`src/rtl/shake_padder.sv`:
```
// SHAKE-128/256 message padder: packs 64-bit words into one rate block, applies 0x1F..0x80 padding.
// Latency: block valid the cycle after its last slot is written; the PAD phase zero-fills one slot per cycle.
// Backpressure: in_ready drops while padding or holding a block, until out_ack. SHAKE_PADDER_BLKCNT_EN adds blk_cnt.
module shake_padder (
    input  logic          clk,
    input  logic          reset,
    input  logic          mode,
    input  logic [63:0]   in,
    input  logic          in_valid,
    output logic          in_ready,
    input  logic          is_last,
    input  logic [2:0]    byte_num,
    output logic [1343:0] out,
    output logic          out_valid,
    output logic          out_last,
    input  logic          out_ack
`ifdef SHAKE_PADDER_BLKCNT_EN
    ,
    output logic [15:0]   blk_cnt
`endif
);

    typedef enum logic [1:0] {FILL, PAD, FULL} state_t;

    localparam logic [63:0] TOP_BIT = 64'h8000_0000_0000_0000;

    state_t      state;
    logic [4:0]  word_cnt;
    logic        mode_q;
    logic        msg_active;
    logic [63:0] blk_q [0:20];
    logic        mode_eff;
    logic [4:0]  rate_m1;
    logic [63:0] wr_word;

    function automatic logic [63:0] pad_word(input logic [63:0] d, input logic [2:0] n);
        logic [63:0] w;
        w = '0;
        for (int i = 0; i < 8; i++) begin
            if (i < int'(n))
                w[8*i +: 8] = d[8*i +: 8];
            else if (i == int'(n))
                w[8*i +: 8] = 8'h1F;
        end
        return w;
    endfunction

    // The rate is fixed by the mode seen on the first word of a message.
    assign mode_eff  = msg_active ? mode_q : mode;
    assign rate_m1   = mode_eff ? 5'd16 : 5'd20;
    assign in_ready  = (state == FILL);
    assign out_valid = (state == FULL);

    always_comb begin
        wr_word = is_last ? pad_word(in, byte_num) : in;
        if (is_last && word_cnt == rate_m1)
            wr_word[63] = 1'b1;
    end

    always_ff @(posedge clk or posedge reset) begin
        if (reset) begin
            state      <= FILL;
            word_cnt   <= '0;
            mode_q     <= 1'b0;
            msg_active <= 1'b0;
            out_last   <= 1'b0;
            for (int k = 0; k < 21; k++)
                blk_q[k] <= '0;
        end else begin
            case (state)
                FILL: begin
                    if (in_valid) begin
                        blk_q[word_cnt] <= wr_word;
                        if (!msg_active) begin
                            mode_q     <= mode;
                            msg_active <= 1'b1;
                        end
                        if (word_cnt == rate_m1) begin
                            state    <= FULL;
                            out_last <= is_last;
                        end else begin
                            word_cnt <= word_cnt + 5'd1;
                            if (is_last)
                                state <= PAD;
                        end
                    end
                end
                PAD: begin
                    if (word_cnt == rate_m1) begin
                        blk_q[word_cnt] <= TOP_BIT;
                        state           <= FULL;
                        out_last        <= 1'b1;
                    end else begin
                        blk_q[word_cnt] <= '0;
                        word_cnt        <= word_cnt + 5'd1;
                    end
                end
                FULL: begin
                    if (out_ack) begin
                        for (int k = 0; k < 21; k++)
                            blk_q[k] <= '0;
                        word_cnt <= '0;
                        out_last <= 1'b0;
                        state    <= FILL;
                        if (out_last)
                            msg_active <= 1'b0;
                    end
                end
                default: state <= FILL;
            endcase
        end
    end

    always_comb begin
        out = '0;
        for (int k = 0; k < 21; k++) begin
            if (!(mode_q && k >= 17))
                out[64*k +: 64] = blk_q[k];
        end
    end

`ifdef SHAKE_PADDER_BLKCNT_EN
    always_ff @(posedge clk or posedge reset) begin
        if (reset)
            blk_cnt <= '0;
        else if (state == FULL && out_ack) begin
            if (out_last)
                blk_cnt <= '0;
            else if (blk_cnt != 16'hFFFF)
                blk_cnt <= blk_cnt + 16'd1;
        end
    end
`endif

endmodule

```
`config.mk`:
```
export PLATFORM = sky130hd
export DESIGN_NAME = shake_padder
export DESIGN_NICKNAME = d
export VERILOG_FILES = /design/src/rtl/shake_padder.sv
export SDC_FILE = /design/constraint.sdc
export NUM_CORES = 2
export LEC_CHECK = 0
export BUFFER_PORTS_ARGS = -buffer_cell sky130_fd_sc_hd__buf_2
export CORE_AREA = 2 2 552 554
export CTS_CLUSTER_SIZE = 16
export DETAILED_ROUTE_END_ITERATION = 7
export DIE_AREA = 0 0 554 556
export SLEW_MARGIN = 5
export SYNTH_ARGS = -nofsm -noshare
export SYNTH_HDL_FRONTEND = slang
export SYNTH_SLANG_ARGS = --single-unit
export TNS_END_PERCENT = 30
```
`constraint.sdc`:
```
create_clock -name clk -period 47 [get_ports clk]
set_clock_uncertainty 0.05 [all_clocks]
set_input_delay 2.35 -clock clk [delete_from_list [all_inputs] [get_ports clk]]
set_output_delay 2.35 -clock clk [all_outputs]
set_load 0.02 [all_outputs]
```
==> results by group <==
Outcome
  • Outcome: finished clean

Logic synthesis
  • Post-Syn Area: 0.0595 sq mm
  • Compound-gate portion of the synthesized area: 19.0%
  • Largest area contributor in the netlist: dfrtp_1
  • Synth Warn #: 0
  • Synth top area share: 57.0%
  • Syn Area/Cell: 11.8 sq um
  • Adder-cell share of the synthesized area: 0.168%
  • Syn Inst Count: 5040
  • Largest family of logic cells by synthesized area: compound AO/OA/AOI/OAI gates
  • Number of flops mapped to enable cells by yosys: 0
  • Post-synth top cells: dfrtp_1, buf_4, o2bb2ai_1
  • Synth Area in XOR/XNOR: 0.0147%
  • Post-Synth Simple-Gate Area: 6.27%
  • Synth cell types: 57
  • Top FF cell, synth: dfrtp_1
  • Ys async rst share: 100%
  • Synth Register Bits: 1354
  • Most frequent cell after synthesis: dfrtp_1
  • Mux share of post-synthesis cell area: 0.145%
  • Seq/Total Area, Yosys: 57.0%
  • Top post-synthesis cells by area: dfrtp_1, buf_4, o2bb2ai_1, a22o_1, nor2b_1
  • Syn_nets: 5121

STA
  • RSZ-0062 raised after global routing: no
  • Fin. Hold Viols: 0
  • Slew HR: 7.75%
  • Setup_tns: 0 ns
  • Worst-Margin Slew: 1.38 ns
  • Fin crit share: 14.4%
  • Post-layout minimum cycle time: 6.75 ns
  • Final Setup Violations: 0
  • Max Fclk: 0.148 GHz
  • Max Slew Vio Count: 0

Critical path
  • Critical path, cell by cell: buf_4 > buf_4 > buf_4 > nor2b_1 > buf_2
  • Startpoint Class: flop
  • Slack of the worst reg-to-reg path: 42.65 ns
  • Worst EP required: 44.60 ns
  • Cell mode on critical path: buf_4
  • End of the critical path: out[1158]
  • Critical path's top delay family: buffers and inverters
  • Setup crit start: mode_q
  • Worst Setup End Kind: primary output
  • CP max-delay cell: dfrtp_4
  • Reg2Reg Depth: 9
  • Critical path depth: 5
  • RR Startpoint: state[0]
  • Worst EP arrival: 4.35 ns
  • CP bufs+invs: 4
  • Crit path max fanout: 86
  • Crit Path Class: flop to primary output
  • Slowest stage delay, CP: 0.88 ns

Routing
  • First-pass DRT Iterations: 6
  • Met3 wire length: 28.3 mm
  • Initial DRC count: 4850
  • Number of remaining DRC errors: 0
  • WL met2: 112 mm
  • Highest metal used: met4
  • Post-Route WL: 260 mm
  • Vias/cell: 4.59
  • Routed wire per std cell: 27.9 microns
  • Via count: 42800
  • Metal-1 WL: 105 mm
  • DRT antenna net count: 0

Clocking
  • Setup bufs post-CTS: 0
  • CTS tree: done
  • CTS sink cnt: 1354
  • Total CTS buffers: 153
  • Hold_buf cts: 0
  • Clock Tree Buf Depth: 4
  • Worst-path clk slew: 0.06 ns
  • Worst skew pair latency: 0.82 ns
  • CTS H-tree lvls: 4
  • Clock Tree Root: clkbuf_16
  • Resized Gates After CTS: 0

Pwr
  • Total power draw: 4950 uW
  • Power Density: 72.9 mW/mm^2
  • Peak supply drop: 0.0567 mV
  • Leak: 0.0341 uW

Global routing
  • Initial antenna violation count: 46
  • First-pass GRT wire length: 351 mm
  • GRT Residual Overflow: 0
  • Largest net degree at the start of global routing: 168
  • GRT Overall Usage: 16.1%
  • Vias in the first global route: 42100

Worst hold path
  • Min-delay worst type: flop to flop

Floorplanning
  • Core area: 0.302 sq mm
  • Die H: 556 microns
  • Die area: 0.308 sq mm
  • Initial Util: 19.7%
  • I/O Pins: 1420
  • Chip Width: 554 microns
  • Site Rows: 202

Place
  • DP HPWL: 178 mm
  • Gp weighted congestion: 0.828
  • Port buffer count: 1419

Cells and area
  • Util after Layout: 22.5%
  • Area delta synth->final: 14.2%
  • # nets final: 5293
  • Share of layout cells above drive strength 1: 36.0%

Job
  • Maxcap violations: 0
## final cells by class
type                       count  area, sq um
antenna                       23         57.6
clock buffer                 226         4460
clock inverter                46          619
fill                       32200       234000
inverter                      15         63.8
multi-input combinational   2152        15800
sequential                  1354        33900
tap                         3978         4980
timing repair buffer        1536         8010
## per-stage QoR
stage	setup WS (ns)	cell area (sq um)	cells	hold slack, ns
after CTS	40.28	67800	9307	0.425
after global routing	40.01	67900	9312	0.442
after floorplan	6.43	59500	5040	0.392
final	40.25	67900	9330	0.423
after global placement	39.96	62800	9035	0.405
after detailed placement	39.75	62800	9035	0.413
## routing by layer
metal,global-route usage (%),vias to the layer above
li1,-,16900
met1,20.6,22200
met2,24.3,3121
met3,5.12,643
met4,8.07,0
met5,0,-
## placed cells by master (no fill, tap or decap), types with 37 or more instances in the layout
cell       instances
a22o_1           383
buf_2           1419
buf_4            115
clkbuf_1          37
clkbuf_16        153
dfrtp_1         1353
nand2_1          311
nor2b_1          261
o21ai_0          249
o21ai_1           44
o2bb2ai_1        670
## tightest hold or removal path: stages (launching register included)
cell and delay [ns]:
dfrtp_1 0.34, nand2_1 0.04, o21ai_0 0.06
## report_power, final
part / total (uW) / internal (uW) / switching [uW] / leakage (uW)
clock network: 1220 / 695 / 529 / 0.00248
registers: 1710 / 1500 / 217 / 0.0188
logic: 2010 / 525 / 1480 / 0.0128
total: 4950 / 2720 / 2230 / 0.0341
## how the worst min path moves through the flow
stage	startpoint	end	slack (ns)	cells past startpoint
final	flop	flop	0.42	2
after global routing	flop	flop	0.44	1
after global placement	flop	flop	0.40	2
after detailed placement	flop	flop	0.41	2
after CTS	flop	flop	0.43	2
after floorplan	flop	flop	0.39	2
## kinds of logic after synthesis
| kind of cell | after synthesis |
|---|---|
| xor gates and xnor gates | 1 |
| and+or+nand+nor | 719 |
| DFF | 1354 |
| AOI/OAI and AO/OA | 1416 |
| muxes | 8 |
| adders and majority gates | 8 |
| buffers and inverters | 1534 |
(Power assumes the default switching activity.)
